### src/rtl/mem_wb_stage_reg.sv
// MEM/WB pipeline register: load alignment and extension, writeback mux, forwarding tap and saturating retire counter.
// Latency 1 cycle; stall holds every register, and flush overrides stall.
module mem_wb_stage_reg #(
  parameter int XLEN         = 64,
  parameter int REG_ADDR_W   = 5,
  parameter int RETIRE_CNT_W = 32
) (
  input  logic                    clk,
  input  logic                    reset_n,
  input  logic                    stall,
  input  logic                    flush,
  input  logic                    valid_in,
  input  logic                    RegWrite,
  input  logic                    MemtoReg,
  input  logic [2:0]              funct3,
  input  logic [XLEN-1:0]         Read_Data_Memory,
  input  logic [XLEN-1:0]         Result,
  input  logic [REG_ADDR_W-1:0]   RD,
  output logic                    valid_S,
  output logic                    RegWrite_S,
  output logic [REG_ADDR_W-1:0]   RD_S,
  output logic [XLEN-1:0]         WB_Data_S,
  output logic                    fwd_valid,
  output logic [REG_ADDR_W-1:0]   fwd_rd,
  output logic [XLEN-1:0]         fwd_data,
  output logic [RETIRE_CNT_W-1:0] retire_count
);

  logic [2:0]      off;
  logic [63:0]     lane;
  logic [63:0]     fmt64;
  logic [XLEN-1:0] formatted;
  logic [XLEN-1:0] wb_next;
  logic            we_next;
  logic            retire;

  // Formatting is done in a 64-bit domain and truncated, so one case table serves both XLEN values.
  always_comb begin
    off   = (XLEN == 64) ? Result[2:0] : {1'b0, Result[1:0]};
    lane  = 64'(Read_Data_Memory) >> {off, 3'b000};
    fmt64 = 64'b0;
    case (funct3)
      3'b000: fmt64 = 64'($signed(lane[7:0]));
      3'b001: fmt64 = 64'($signed(lane[15:0]));
      3'b010: fmt64 = (XLEN == 64) ? 64'($signed(lane[31:0])) : {32'b0, lane[31:0]};
      3'b011: fmt64 = (XLEN == 64) ? lane : 64'b0;
      3'b100: fmt64 = {56'b0, lane[7:0]};
      3'b101: fmt64 = {48'b0, lane[15:0]};
      3'b110: fmt64 = (XLEN == 64) ? {32'b0, lane[31:0]} : 64'b0;
      default: fmt64 = 64'b0;
    endcase
    formatted = fmt64[XLEN-1:0];
    wb_next   = MemtoReg ? formatted : Result;
    we_next   = valid_in & RegWrite & (RD != '0);
    // A departing instruction has retired even if the same edge flushes the stage.
    retire    = valid_S & (~stall | flush);
  end

  always_ff @(posedge clk) begin
    if (!reset_n) begin
      valid_S      <= 1'b0;
      RegWrite_S   <= 1'b0;
      RD_S         <= '0;
      WB_Data_S    <= '0;
      retire_count <= '0;
    end else begin
      if (flush) begin
        valid_S    <= 1'b0;
        RegWrite_S <= 1'b0;
        RD_S       <= '0;
        WB_Data_S  <= '0;
      end else if (!stall) begin
        valid_S    <= valid_in;
        RegWrite_S <= we_next;
        RD_S       <= RD;
        WB_Data_S  <= wb_next;
      end
      if (retire && (retire_count != '1))
        retire_count <= retire_count + RETIRE_CNT_W'(1);
    end
  end

  assign fwd_valid = RegWrite_S;
  assign fwd_rd    = RD_S;
  assign fwd_data  = WB_Data_S;

endmodule

### config.mk
export PLATFORM = sky130hd
export DESIGN_NAME = mem_wb_stage_reg
export DESIGN_NICKNAME = d
export VERILOG_FILES = /design/src/rtl/mem_wb_stage_reg.sv
export SDC_FILE = /design/constraint.sdc
export NUM_CORES = 1
export LEC_CHECK = 0
export BUFFER_PORTS_ARGS = -buffer_cell sky130_fd_sc_hd__buf_4
export CORE_MARGIN = 5
export CORE_UTILIZATION = 45
export DETAILED_ROUTE_END_ITERATION = 8
export GPL_ROUTABILITY_DRIVEN = 0
export PLACE_DENSITY = 0.75
export SKIP_LAST_GASP = 1
export SYNTH_ARGS = -nofsm -noshare
export SYNTH_HDL_FRONTEND = slang
export SYNTH_SLANG_ARGS = --single-unit
### constraint.sdc
create_clock -name clk -period 2.5 [get_ports clk]
set_clock_uncertainty 0.1 [all_clocks]
set_input_delay 0.375 -clock clk [delete_from_list [all_inputs] [get_ports clk]]
set_output_delay 0.375 -clock clk [all_outputs]
set_load 0.01 [all_outputs]
# == Word level (Yosys, flattened, before mapping) ==
# Cells that the tools add are included.
# totals
register_bits,103
in_bits,143
word_cells,26
out_inout_bits,173
# op_classes
n_eq_ne,7
addsub,1
n_mux,2
bitwise,6
reduce_logical,4
shifts,1
# op_table
cell,count
64-bit case mux with 7 select lines,1
64-bit 2-to-1 mux,1
64-bit by 6-bit >> shifter with 64-bit output,1
32-bit by 1-bit adder with 32-bit output (second input constant),1
32-bit != test (second input constant),1
3-bit equality test (second input constant),3
3-bit by 2-bit equality test with 1-bit output (second input constant),2
5-bit nonzero test,1
1-bit bitwise AND,3
3-bit by 1-bit equality test with 1-bit output (second input constant),1
3-bit logical NOT,1
1-bit NOT,2
2-bit OR reduction,1
1-bit logical AND,1
1-bit bitwise OR,1

# == Depth between registers and ports, before layout ==
# logic_depth
ltp_word,4
ltp_mapped,9

# == Least setup slack after synthesis ==
# Ideal clock, no wire load.
# synth_path
path_kind,input -> register
from,in Result[0]
to,reg WB_Data_S[21]
arrival_time_ps,1972
n_path_buf,3
required_time_ps,2272
path_stages,8
setup_time_ps,128
slack_ps,300
path_cell_list,buf_2 buf_4 buf_2 mux4_2 nand3_1 o221ai_1 o32ai_1 nor2_1
# synth_via
elab_chain_len,3
# synth_lines
element,line,text
"start, declared",17,"input logic [XLEN-1:0] Result,"
64-bit by 6-bit >> shifter with 64-bit output,40,"lane = 64'(Read_Data_Memory) >> {off, 3'b000};"
64-bit case mux with 7 select lines,42,case (funct3)
64-bit 2-to-1 mux,53,wb_next = MemtoReg ? formatted : Result;
"end signal, assigned",76,WB_Data_S <= wb_next;
"end, declared",22,"output logic [XLEN-1:0] WB_Data_S,"
# Every way passes these cells.
# A chain may end at the register's enable or synchronous reset.

# == Worst setup path after layout ==
# layout_path
from,reg retire_count[5]
to,reg retire_count[30]
# layout_via
elab_chain_len,2
# layout_lines
element,line,text
"start, declared",26,output logic [RETIRE_CNT_W-1:0] retire_count
"start signal, assigned",79,retire_count <= retire_count + RETIRE_CNT_W'(1);
branches (longest 2 deep; another with 32-bit by 1-bit adder with 32-bit output),--,
# Several ways; the timed one is not identified.

==> results.json <==
{
  "cp.arrival_ns": 2.40,
  "worst_pin_slew_ns": 0.6753,
  "worst_slack_ns": 0.3046,
  "crit_family": "simple AND/OR/NAND/NOR gates",
  "maxCapViolCount": 0,
  "synthArstFlopShare_pct": 0,
  "vias_per_cell": 6.043,
  "final_cells": 1358,
  "r2r_slack_ns": 0.30,
  "cts.root.buffer_cell": "clkbuf_16",
  "total_power_mw": 4.424,
  "p_clk_share_pct": 35.2,
  "cp_data_required_time_ns": 2.70,
  "relSlewSlack_pct": 54.98,
  "dp_slack_ns": 0.008926,
  "timing.final.setup_violations": 0,
  "htreeDepth": 3,
  "synthCells": 895,
  "clock_sinks": 103,
  "crit_path_max_incr_delay_ns": 0.48,
  "rsz0062_at_grt": "no",
  "wl_per_cell_um": 20.98,
  "synth_nets": 1039,
  "wirelength_um": 28490,
  "drive_gt1_share_pct": 38.75,
  "die_x_um": 138.9,
  "synth_edf_count": 0,
  "p_comb_share_pct": 25.7,
  "synth_flop_cell": "dfxtp_1",
  "cp_num_buf_inv": 1,
  "die_y_um": 138.9,
  "fmax_mhz": 455.5,
  "path_cells": "and4_1 > and4_1 > nand4_1 > buf_4 > or4_1 > a21oi_1",
  "regToRegEndpoint": "retire_count[30]",
  "diodes": 0,
  "core_sq_um": 16470,
  "power.internal_mw": 3.044,
  "grt_pass1_wl_um": 43910,
  "pwr_density_cell_nw_per_um2": 439.9,
  "worstSetupStartpointType": "register",
  "power_leakage_nw": 4.253,
  "cts_buffers": 9,
  "synthDistinctLibCells": 67,
  "clk_latency_ns": 0.37,
  "syn-mean-instance-area_sq_um": 8.357,
  "hold_path_depth": 3,
  "timing.rr.start": "retire_count[5]",
  "synth_area_sq_um": 7480,
  "path_class": "register to register",
  "cts.path.max_buffers": 2,
  "drcViolationCount": 0,
  "reg2regPathDepth": 6,
  "dp.cells": 1342,
  "p_switching_mw": 1.380,
  "synth_top_area_share_pct": 27.57,
  "grt_max_degree": 78,
  "firstDrtPassIters": 5,
  "maxSlewViolCount": 0,
  "antenna_found_initial": 0,
  "io_pins": 316,
  "buffer_ports.inserted": 315,
  "period_needed_ns": 2.195,
  "status": "finished clean",
  "nNetsFinal": 1277,
  "cts_setup_buffers": 0,
  "crit_path_frequent_cell": "and4_1",
  "cts_hold_buf": 0,
  "tns_ns": 0,
  "min_to": "RD_S[1]",
  "fp.dieArea_sq_um": 19300,
  "grt_pass1_vias": 7949,
  "grt_util_all_layers_pct": 28.06,
  "drt_iter0_drc": 793,
  "yosysWarnings": 0,
  "p_sw_share_pct": 31.20,
  "hold_violations": 0,
  "cts.clk_slew.worst_paths_ns": 0.08,
  "ys_seq_area_share_pct": 27.57,
  "hold_path_startpoint": "RD[1]",
  "fin_crit_sh_pct": 87.81,
  "num_rows": 47,
  "hold_path.class": "input port to register",
  "cp_max_fo": 11,
  "ant_nets": 0,
  "ys_ff_latch": 103,
  "dp_hpwl_um": 22240,
  "peakVddDrop_mv": 0.3432,
  "synth_top_area_cell": "dfxtp_1",
  "vias": 8207,
  "final_common_cell": "buf_4",
  "cts_tree": "yes",
  "grt_overflow": 0,
  "synthTopCellsByArea": "dfxtp_1 (28%), buf_4 (7.4%), mux2i_1 (7.2%)",
  "cp_slowest_cell": "or4_1",
  "path_depth": 6,
  "syn2layout_area_growth_pct": 34.46,
  "timing.hold.ws_ns": 0.1624,
  "ctsResizeCount": 0,
  "final_cell_mix": "buf_4 (360), dfxtp_1 (103), nor2_1 (103)",
  "initial_core_util_pct": 45.43,
  "endpoint_kind": "register",
  "power_frac_seq_pct": 39.1
}
Yosys cell counts (3+ instances only):
cell,instances
dfxtp_1,103
nor2_1,103
buf_4,74
a21oi_1,61
mux2i_1,54
nand2_1,45
nor3_1,44
clkbuf_1,41
o21ai_0,33
nor2b_1,26
nand3_1,24
inv_1,20
a211oi_1,19
mux4_2,19
buf_2,18
o221ai_1,18
a22oi_1,13
or3_1,13
nand4_1,12
o31ai_1,12
a2111oi_2,11
o32ai_1,11
a221oi_1,9
or4_1,9
mux2_2,8
nand2b_1,8
nor4_1,7
o211ai_1,7
and4_1,5
a31oi_1,4
a41oi_1,4
buf_6,4
o22ai_1,4
o311ai_0,4
a2111oi_4,3
nor3_2,3
nor4_4,3
state kept, by name, indices dropped and copies added, names as in the netlist:
register / flops
RegWrite_S: 1
valid_S: 1
RD_S: 5
WB_Data_S: 64
retire_count: 32
tightest hold or removal path, stage by stage:
cell and delay, ns:
buf_4 0.08, mux2i_1 0.06, nor2_1 0.07
worst max path at each step:
| stage | from | endpoint |
|---|---|---|
| after global routing | retire_count[5] | retire_count[30] |
| final | retire_count[5] | retire_count[30] |
| after detailed placement | Result[1] | WB_Data_S[44] |
| after CTS | retire_count[5] | retire_count[30] |
| after global placement | Result[1] | WB_Data_S[39] |
| after floorplan | Result[0] | WB_Data_S[21] |
routing by layer:
metal	up-vias	wire length, um	global-route usage, %
met5	-	0	0
met4	0	1271	12.46
met3	80	2349	5.759
met2	447	13730	46.77
met1	3921	11140	35.11
li1	3759	-	-
power by group through the flow:
stage / Sequential [mW] / Combinational (mW) / Clock, mW
finish: 1.73 / 1.14 / 1.56
global route: 1.74 / 1.21 / 1.63
CTS: 1.73 / 1.13 / 1.56
detailed placement: 1.77 / 1.12 / 0
global placement: 1.77 / 1.11 / 0
floorplan: 1.78 / 0.622 / 0
cell families (layout without fill, tap and decap cells):
logic type / count (synthesis) / after routing / synth area share [%]
compound gates: 232 / 232 / 23.32
simple gates: 315 / 315 / 22.06
xor+xnor: 2 / 2 / 0.2342
mux: 81 / 81 / 14.15
flops: 103 / 103 / 27.57
fa+ha+maj: 1 / 1 / 0.1673
buf+inv: 161 / 404 / 12.50
per-stage QoR:
| stage | area [sq um] | utilization, % |
|---|---|---|
| after floorplan | 7480 | - |
| after global placement | 9733 | 59.11 |
| after detailed placement | 9733 | 59.11 |
| after CTS | 10060 | 61.08 |
| after global routing | 10060 | 61.08 |
| final | 10060 | 61.08 |
area by class of cell:
| type | instances | area (sq um) |
|---|---|---|
| clock inverters | 7 | 98.84 |
| fillers | 1493 | 6409 |
| repair buffers | 366 | 2823 |
| inverters | 22 | 82.58 |
| clock buffers | 9 | 225.2 |
| well taps | 220 | 275.3 |
| multi-input cells | 631 | 4491 |
| flip-flops and latches | 103 | 2062 |
Note: power is estimated with default switching activity, not from simulation.
